[config.mk]
export PLATFORM = sky130hd
export DESIGN_NAME = regfile_wr_arb_flat
export DESIGN_NICKNAME = d
export VERILOG_FILES = /design/src/rtl/regfile_wr_arb_pkg.sv /design/src/rtl/regfile_wr_arb_if.sv /design/src/rtl/rf_wr_fifo.sv /design/src/rtl/regfile_wr_arb.sv /design/src/flat_wrapper.sv
export SDC_FILE = /design/constraint.sdc
export NUM_CORES = 1
export LEC_CHECK = 0
export ABC_AREA = 1
export BUFFER_PORTS_ARGS = -buffer_cell sky130_fd_sc_hd__buf_2
export CORE_MARGIN = 3
export CORE_UTILIZATION = 54
export DETAILED_ROUTE_END_ITERATION = 8
export GPL_TIMING_DRIVEN = 0
export PLACE_DENSITY = 0.77
export SLEW_MARGIN = 20
export SYNTH_ARGS = -nofsm -noshare
export SYNTH_HDL_FRONTEND = slang
export SYNTH_SLANG_ARGS = --single-unit
export TNS_END_PERCENT = 50
[constraint.sdc]
create_clock -name clk_core -period 3.5 [get_ports clk_core]
set_input_delay 0.7 -clock clk_core [delete_from_list [all_inputs] [get_ports clk_core]]
set_output_delay 0.7 -clock clk_core [all_outputs]
set_load 0.02 [all_outputs]
[src/rtl/regfile_wr_arb_pkg.sv]
// Shared types for the register-file write-port arbiter and its result FIFO.
package regfile_wr_arb_pkg;

  typedef struct packed {
    logic [4:0]  dst;
    logic [31:0] data;
  } rf_wr_t;

  typedef enum logic [1:0] {
    GNT_NONE,
    GNT_PIPE,
    GNT_MD
  } arb_gnt_t;

  // Register 0 is hardwired, so a write to it never needs the port.
  function automatic logic needs_port(input logic valid, input logic [4:0] dst);
    return valid && (dst != 5'd0);
  endfunction

endpackage

[src/rtl/regfile_wr_arb_if.sv]
// Writeback, long-latency and register-file write signals of the arbiter.
// RF_ARB_PENDING_CHECK_EN adds the decode pending-hit lookup signals.
interface regfile_wr_arb_if;
  logic        wb_valid;
  logic [4:0]  wb_reg;
  logic [31:0] wb_data;
  logic        arb_stall;
  logic        md_valid;
  logic        md_ready;
  logic [4:0]  md_reg;
  logic [31:0] md_data;
  logic        rf_we;
  logic [4:0]  rf_waddr;
  logic [31:0] rf_wdata;
`ifdef RF_ARB_PENDING_CHECK_EN
  logic [4:0]  pend_rs1;
  logic [4:0]  pend_rs2;
  logic        pend_hit1;
  logic        pend_hit2;

  modport master (
    output wb_valid, wb_reg, wb_data, md_valid, md_reg, md_data, pend_rs1, pend_rs2,
    input  arb_stall, md_ready, rf_we, rf_waddr, rf_wdata, pend_hit1, pend_hit2
  );
  modport slave (
    input  wb_valid, wb_reg, wb_data, md_valid, md_reg, md_data, pend_rs1, pend_rs2,
    output arb_stall, md_ready, rf_we, rf_waddr, rf_wdata, pend_hit1, pend_hit2
  );
`else
  modport master (
    output wb_valid, wb_reg, wb_data, md_valid, md_reg, md_data,
    input  arb_stall, md_ready, rf_we, rf_waddr, rf_wdata
  );
  modport slave (
    input  wb_valid, wb_reg, wb_data, md_valid, md_reg, md_data,
    output arb_stall, md_ready, rf_we, rf_waddr, rf_wdata
  );
`endif
endinterface

[src/rtl/rf_wr_fifo.sv]
// Strict-order FIFO of pending long-latency register writes.
// RF_ARB_PENDING_CHECK_EN exposes every entry and its valid bit.
module rf_wr_fifo
  import regfile_wr_arb_pkg::*;
#(
  parameter int DEPTH = 2,
  localparam int AW = $clog2(DEPTH)
) (
  input  logic                     clk,
  input  logic                     rst,
  input  logic                     push_i,
  input  logic                     pop_i,
  input  rf_wr_t                   push_data_i,
  output rf_wr_t                   head_o,
  output logic                     full_o,
  output logic                     empty_o,
  output logic [AW:0]              count_o
`ifdef RF_ARB_PENDING_CHECK_EN
  ,
  output rf_wr_t [DEPTH-1:0]       entries_o,
  output logic   [DEPTH-1:0]       entry_vld_o
`endif
);

  localparam logic [AW:0] CNT_FULL = (AW+1)'(DEPTH);

  logic [AW-1:0] wr_ptr_q, wr_ptr_d;
  logic [AW-1:0] rd_ptr_q, rd_ptr_d;
  logic [AW:0]   count_q, count_d;
  rf_wr_t        mem_q [DEPTH];
  logic          do_push, do_pop;

  assign full_o  = (count_q == CNT_FULL);
  assign empty_o = (count_q == '0);
  assign count_o = count_q;
  assign head_o  = mem_q[rd_ptr_q];

  assign do_push = push_i && !full_o;
  assign do_pop  = pop_i && !empty_o;

  always_comb begin
    wr_ptr_d = do_push ? wr_ptr_q + 1'b1 : wr_ptr_q;
    rd_ptr_d = do_pop  ? rd_ptr_q + 1'b1 : rd_ptr_q;
    count_d  = count_q;
    case ({do_push, do_pop})
      2'b10:   count_d = count_q + 1'b1;
      2'b01:   count_d = count_q - 1'b1;
      default: count_d = count_q;
    endcase
  end

  always_ff @(posedge clk or posedge rst) begin
    if (rst) begin
      wr_ptr_q <= '0;
      rd_ptr_q <= '0;
      count_q  <= '0;
    end else begin
      wr_ptr_q <= wr_ptr_d;
      rd_ptr_q <= rd_ptr_d;
      count_q  <= count_d;
    end
  end

  // Storage needs no reset; occupancy is tracked by the pointers and count.
  always_ff @(posedge clk) begin
    if (do_push) begin
      mem_q[wr_ptr_q] <= push_data_i;
    end
  end

`ifdef RF_ARB_PENDING_CHECK_EN
  generate
    for (genvar gi = 0; gi < DEPTH; gi++) begin : g_entry
      logic [AW-1:0] offs;
      assign offs            = AW'(gi) - rd_ptr_q;
      assign entries_o[gi]   = mem_q[gi];
      assign entry_vld_o[gi] = ({1'b0, offs} < count_q);
    end
  endgenerate
`endif

endmodule

[src/rtl/regfile_wr_arb.sv]
// Register-file write-port arbiter: retirement first, queued long-latency results drain when idle, full or starved.
// RF_ARB_PENDING_CHECK_EN adds the combinational pending-register lookup for decode.
module regfile_wr_arb
  import regfile_wr_arb_pkg::*;
#(
  parameter int DEPTH      = 2,
  parameter int STARVE_MAX = 4
) (
  input logic              clk_core,
  input logic              reset,
  regfile_wr_arb_if.slave  bus
);

  localparam int          AW         = $clog2(DEPTH);
  localparam logic [AW:0] CNT_FULL   = (AW+1)'(DEPTH);
  localparam logic [3:0]  STARVE_LIM = 4'(STARVE_MAX);

  arb_gnt_t     gnt;
  logic         pipe_need, force_md;
  logic         fifo_push, fifo_pop, fifo_full, fifo_empty;
  logic [AW:0]  fifo_count;
  rf_wr_t       fifo_head, push_entry;
  logic [3:0]   starve_q, starve_d;
  logic         rf_we_q, rf_we_d;
  logic [4:0]   rf_waddr_q, rf_waddr_d;
  logic [31:0]  rf_wdata_q, rf_wdata_d;

  assign pipe_need  = needs_port(bus.wb_valid, bus.wb_reg);
  assign bus.md_ready = (fifo_count != CNT_FULL);
  // Writes to r0 are acknowledged but never queued.
  assign fifo_push  = bus.md_valid && bus.md_ready && (bus.md_reg != 5'd0);
  assign push_entry = '{dst: bus.md_reg, data: bus.md_data};
  assign fifo_pop   = (gnt == GNT_MD);

`ifdef RF_ARB_PENDING_CHECK_EN
  rf_wr_t [DEPTH-1:0] fifo_entries;
  logic   [DEPTH-1:0] fifo_vld;
`endif

  rf_wr_fifo #(.DEPTH(DEPTH)) u_fifo (
    .clk         (clk_core),
    .rst         (reset),
    .push_i      (fifo_push),
    .pop_i       (fifo_pop),
    .push_data_i (push_entry),
    .head_o      (fifo_head),
    .full_o      (fifo_full),
    .empty_o     (fifo_empty),
    .count_o     (fifo_count)
`ifdef RF_ARB_PENDING_CHECK_EN
    ,
    .entries_o   (fifo_entries),
    .entry_vld_o (fifo_vld)
`endif
  );

  always_comb begin
    gnt      = GNT_NONE;
    force_md = 1'b0;
    if (fifo_empty) begin
      if (pipe_need) gnt = GNT_PIPE;
    end else if (!pipe_need) begin
      gnt = GNT_MD;
    end else if (fifo_full || (starve_q == STARVE_LIM)) begin
      gnt      = GNT_MD;
      force_md = 1'b1;
    end else begin
      gnt = GNT_PIPE;
    end
  end

  assign bus.arb_stall = force_md;

  always_comb begin
    starve_d = starve_q;
    if (fifo_empty || (gnt == GNT_MD)) begin
      starve_d = 4'd0;
    end else if (starve_q != STARVE_LIM) begin
      starve_d = starve_q + 4'd1;
    end
  end

  always_comb begin
    rf_we_d    = 1'b0;
    rf_waddr_d = rf_waddr_q;
    rf_wdata_d = rf_wdata_q;
    case (gnt)
      GNT_PIPE: begin
        rf_we_d    = 1'b1;
        rf_waddr_d = bus.wb_reg;
        rf_wdata_d = bus.wb_data;
      end
      GNT_MD: begin
        rf_we_d    = 1'b1;
        rf_waddr_d = fifo_head.dst;
        rf_wdata_d = fifo_head.data;
      end
      default: ;
    endcase
  end

  always_ff @(posedge clk_core or posedge reset) begin
    if (reset) begin
      starve_q   <= 4'd0;
      rf_we_q    <= 1'b0;
      rf_waddr_q <= 5'd0;
      rf_wdata_q <= 32'd0;
    end else begin
      starve_q   <= starve_d;
      rf_we_q    <= rf_we_d;
      rf_waddr_q <= rf_waddr_d;
      rf_wdata_q <= rf_wdata_d;
    end
  end

  assign bus.rf_we    = rf_we_q;
  assign bus.rf_waddr = rf_waddr_q;
  assign bus.rf_wdata = rf_wdata_q;

`ifdef RF_ARB_PENDING_CHECK_EN
  logic [DEPTH-1:0] hit1_vec, hit2_vec;

  // The head being popped this cycle still reports as pending.
  generate
    for (genvar gi = 0; gi < DEPTH; gi++) begin : g_pend
      assign hit1_vec[gi] = fifo_vld[gi] && (fifo_entries[gi].dst == bus.pend_rs1);
      assign hit2_vec[gi] = fifo_vld[gi] && (fifo_entries[gi].dst == bus.pend_rs2);
    end
  endgenerate

  assign bus.pend_hit1 = (|hit1_vec) && (bus.pend_rs1 != 5'd0);
  assign bus.pend_hit2 = (|hit2_vec) && (bus.pend_rs2 != 5'd0);
`endif

endmodule

[src/flat_wrapper.sv]
// flat-port wrapper written by rule: the top's interface ports become plain ports
module regfile_wr_arb_flat import regfile_wr_arb_pkg::*;
#(
  parameter int DEPTH      = 2,
  parameter int STARVE_MAX = 4
)
  (clk_core, reset, bus_wb_valid, bus_wb_reg, bus_wb_data, bus_md_valid, bus_md_reg, bus_md_data, bus_arb_stall, bus_md_ready, bus_rf_we, bus_rf_waddr, bus_rf_wdata);
  regfile_wr_arb_if bus_i ();
  input logic clk_core;
  input logic reset;
  input wire logic [$bits(bus_i.wb_valid)-1:0] bus_wb_valid;
  input wire logic [$bits(bus_i.wb_reg)-1:0] bus_wb_reg;
  input wire logic [$bits(bus_i.wb_data)-1:0] bus_wb_data;
  input wire logic [$bits(bus_i.md_valid)-1:0] bus_md_valid;
  input wire logic [$bits(bus_i.md_reg)-1:0] bus_md_reg;
  input wire logic [$bits(bus_i.md_data)-1:0] bus_md_data;
  output wire logic [$bits(bus_i.arb_stall)-1:0] bus_arb_stall;
  output wire logic [$bits(bus_i.md_ready)-1:0] bus_md_ready;
  output wire logic [$bits(bus_i.rf_we)-1:0] bus_rf_we;
  output wire logic [$bits(bus_i.rf_waddr)-1:0] bus_rf_waddr;
  output wire logic [$bits(bus_i.rf_wdata)-1:0] bus_rf_wdata;
  assign bus_i.wb_valid = bus_wb_valid;
  assign bus_i.wb_reg = bus_wb_reg;
  assign bus_i.wb_data = bus_wb_data;
  assign bus_i.md_valid = bus_md_valid;
  assign bus_i.md_reg = bus_md_reg;
  assign bus_i.md_data = bus_md_data;
  assign bus_arb_stall = bus_i.arb_stall;
  assign bus_md_ready = bus_i.md_ready;
  assign bus_rf_we = bus_i.rf_we;
  assign bus_rf_waddr = bus_i.rf_waddr;
  assign bus_rf_wdata = bus_i.rf_wdata;
  regfile_wr_arb #(.DEPTH(DEPTH), .STARVE_MAX(STARVE_MAX)) u_core (.clk_core(clk_core), .reset(reset), .bus(bus_i));
endmodule
==> out/summary.log <==
qor: routing.routed_wl 11600 um
qor: run_status.run_status completed
qor: setup_path.kind_of_start_point_of_the_critical_path register
qor: placement.dp_hpwl 7940 um
qor: routing.detailed_route_wire_length_on_metal_1 4830 um
qor: routing.detailedRoute.firstIterationViolations 200
qor: timing.fin_crit_sh 75.7%
qor: clock_network.tritoncts built
qor: synthesis.synth.largest_area_cell edfxtp_1
qor: placement.io_buffers 117
qor: clock_network.clk_latency 0.52 ns
qor: cells_and_area.diodes 0
qor: timing.maxSlewViolCount 0
qor: timing.achievable-frequency 0.378 GHz
qor: setup_path.critical-path-top-delay-family buffers and inverters
qor: global_route.grt_max_degree 32
qor: timing.fin_clk_skew 0.0127 ns
qor: die.core_area 9370 um^2
qor: synthesis.area_share_of_the_largest_cell_type_after_synthesis 42.0%
qor: routing.drc 0
qor: synthesis.yosys-top-cells-area edfxtp_1 42%, dfrtp_1 22%, nand3_1 9.9%, mux2i_1 7.0%, nand2_1 5.4%
qor: routing.drtPass1Iterations 6
qor: global_route.grt_pass1_wl 19000 um
qor: clock_network.postCtsSetupRepairBufs 0
qor: cells_and_area.finalNetCount 675
qor: clock_network.clkSlewWorstSetupHoldPaths 0.06 ns
qor: power.cellPowerDensity 941 nW/um^2
qor: setup_path.critical_path_required 2.80 ns
qor: global_route.initial_antenna_violation_count 0
qor: setup_path.crit_path_start u_core.starve_q[0]$_DFFE_PP0P_
qor: die.starting_density_of_the_core 56.5%
qor: routing.top_layer met4
qor: placement.placedCellCount 704
qor: clock_network.h-tree-depth 4
qor: routing.num_vias 3788
qor: global_route.grt_usage 22.2%
qor: clock_network.tritoncts.num_buffers 17
qor: timing.finalHoldWorstSlack 0.166 ns
qor: routing.dr_wl_met2 6020 um
qor: synthesis.synthFlopType edfxtp_1
qor: timing.report.final.setup_viol 0
qor: power.vdd_ir_drop_max 0.551 mV
qor: synthesis.netlist_top_cells_count 105 x nand3_1, 76 x nand2_1, 74 x edfxtp_1
qor: timing.fin_crit 2.65 ns
qor: setup_path.cp.buffers_inverters 4
qor: die.floorplan.die.width 105 um
qor: routing.routed-wl-met3 727 um
qor: cells_and_area.layout-drive-gt1-share 33.8%
qor: setup_path.path_cells inv_1 -> ha_1 -> nand4_1 -> and2_1 -> buf_6 -> buf_6 -> nor2_1 -> buf_2
qor: synthesis.synth_enable_flop_cells 74
qor: synthesis.yosys.cell_count.top_type nand3_1
qor: setup_path.cp_slowest_stage_delay 0.41 ns
qor: setup_path.cpMaxStageDelayCell dfrtp_1
qor: placement.finalWeightedCongestion 0.764
qor: clock_network.numClockSinks 120
qor: synthesis.synthArstFlopShare 38.3%
qor: routing.via_per_inst 5.15
qor: timing.worst_pin_slew 0.620 ns
qor: setup_path.critPathMaxFanout 10
qor: setup_path.critical_path_class register to output port
qor: hold_path.worstHoldPathType primary input to asynchronous set/reset pin
qor: cells_and_area.area_growth_syn_to_layout 26.8%
qor: synthesis.synthesis.yosys.warnings 0
qor: synthesis.syn_area_per_cell 11.6 um^2
qor: cells_and_area.finished_layout_cells 736
qor: power.static-leakage-power 3.16 nW
qor: global_route.vias_in_the_first_global_route 3903
qor: die.num_io_pins 118
qor: setup_path.worst_ep_arrival_time 1.95 ns
qor: clock_network.cts-resized-gates 0
qor: routing.wire_per_inst 15.8 um
qor: synthesis.syn_nets 536
qor: synthesis.synth_cells 455
qor: synthesis.yosys.cell_types.count 28
qor: setup_path.worstReg2RegStart u_core.starve_q[0]$_DFFE_PP0P_
qor: clock_network.clockBufferDepth 2
qor: synthesis.share_of_the_yosys_chip_area_belonging_to_registers 63.7%
qor: setup_path.type_of_element_capturing_the_critical_path output port
qor: timing.finalHoldViolCount 0
qor: setup_path.rrSetupSlack 1.46 ns
qor: clock_network.cts-root-buf clkbuf_8
qor: global_route.globalRoute.totalOverflow 0
qor: die.row_count 35
qor: synthesis.syn_std_cell_area 5300 um^2
qor: flow_run.cap_violations 0
qor: timing.worst_slew_margin_rel 58.5%
qor: routing.antenna_left 0
qor: die.floorplan_die_area 11000 um^2
qor: synthesis.synthesized_flop_and_latch_total 120
qor: clock_network.cts_hold_repair.buffers 0
qor: timing.grt_setup_unrepaired false
qor: setup_path.crit_path_frequent_cell buf_6
qor: die.die_height 105 um
cell type report:
cell class / instances / area, um^2
Sequential cell: 120 / 3370
Fill cell: 727 / 2660
Multi-Input combinational cell: 260 / 1530
Timing Repair Buffer: 120 / 661
Clock buffer: 17 / 414
Buffer: 28 / 226
Inverter: 47 / 176
Clock inverter: 15 / 166
Tap cell: 129 / 161
cells by family after synthesis:
| family | Yosys count | synth area share, % |
|---|---|---|
| fa+ha+maj | 3 | 0.709 |
| compound gates | 2 | 0.189 |
| buf+inv | 75 | 7.61 |
| xor+xnor | 6 | 1.13 |
| flops | 120 | 63.7 |
| mux | 37 | 6.99 |
| simple gates | 212 | 19.7 |
registers in the layout (all words and copies together) (netlist names):
register and flops:
u_core.bus.rf_we 1, u_core.bus.rf_wdata 32, u_core.u_fifo.wr_ptr_q 1, u_core.bus.rf_waddr 5
u_core.starve_q 4, u_core.u_fifo.rd_ptr_q 1, u_core.u_fifo.mem_q 74, u_core.u_fifo.count_o 2
worst paths after layout:
check,to,cells after the start
max,bus_arb_stall,8
min,u_core.bus.rf_wdata[9]$_DFFE_PP0P_,2
max in group asynchronous,u_core.starve_q[1]$_DFFE_PP0P_,3
max reg2reg,u_core.u_fifo.count_o[1]$_DFFE_PP0P_,11
min in group clk_core,u_core.u_fifo.mem_q[1][16]$_DFFE_PP_,1
min reg2reg,u_core.bus.rf_wdata[5]$_DFFE_PP0P_,2
routing by layer:
layer	track usage [%]	vias to the layer above
met5	0	-
met4	7.22	0
met3	6.18	4
met2	38.1	134
met1	27.2	1812
li1	-	1838
power by group:
group	internal, mW	switching [mW]	total, mW
clock network	1.03	0.658	1.69
logic	0.926	1.51	2.44
registers	2.01	0.181	2.19
total	3.96	2.35	6.31
per-stage QoR:
stage                     setup WS [ns]  util, %  instance area, um^2  power (mW)  setup TNS [ns]
after floorplan                   0.569        -                 5300        3.92               0
after global placement           -0.441     64.5                 6040        4.53          -32.20
after detailed placement           1.18     65.4                 6130        4.65               0
after CTS                         0.816     71.6                 6710        6.36               0
after global routing              0.753     71.6                 6710        6.70               0
final                             0.852     71.6                 6710        6.31               0
placed cells by master, fill, tap and decap left out, types with 2 or more instances in the layout:
cell / instances
clkinv_4: 3
nand3_1: 105
buf_4: 5
inv_6: 5
clkbuf_16: 16
clkinv_2: 2
bufinv_16: 2
nand2_4: 2
nor2_1: 8
inv_2: 5
mux2i_1: 37
nor2_4: 2
nand2_1: 76
buf_6: 10
ha_1: 3
clkinvlp_4: 2
nand2_2: 3
inv_1: 42
xor2_1: 2
edfxtp_1: 74
nand3_2: 11
dfrtp_1: 46
buf_16: 2
buf_2: 127
xnor2_1: 3
worst register-to-register path: cells and delay by family, from the launching register on:
kind	cells	cell delay, ns
AO/OA/AOI/OAI	2	0.25
XOR/XNOR	1	0.14
adder cells (fa/ha/maj)	2	0.52
buffers and inverters	3	0.34
flip-flops	1	0.39
AND/OR/NAND/NOR	3	0.29
(Power assumes the default switching activity.)
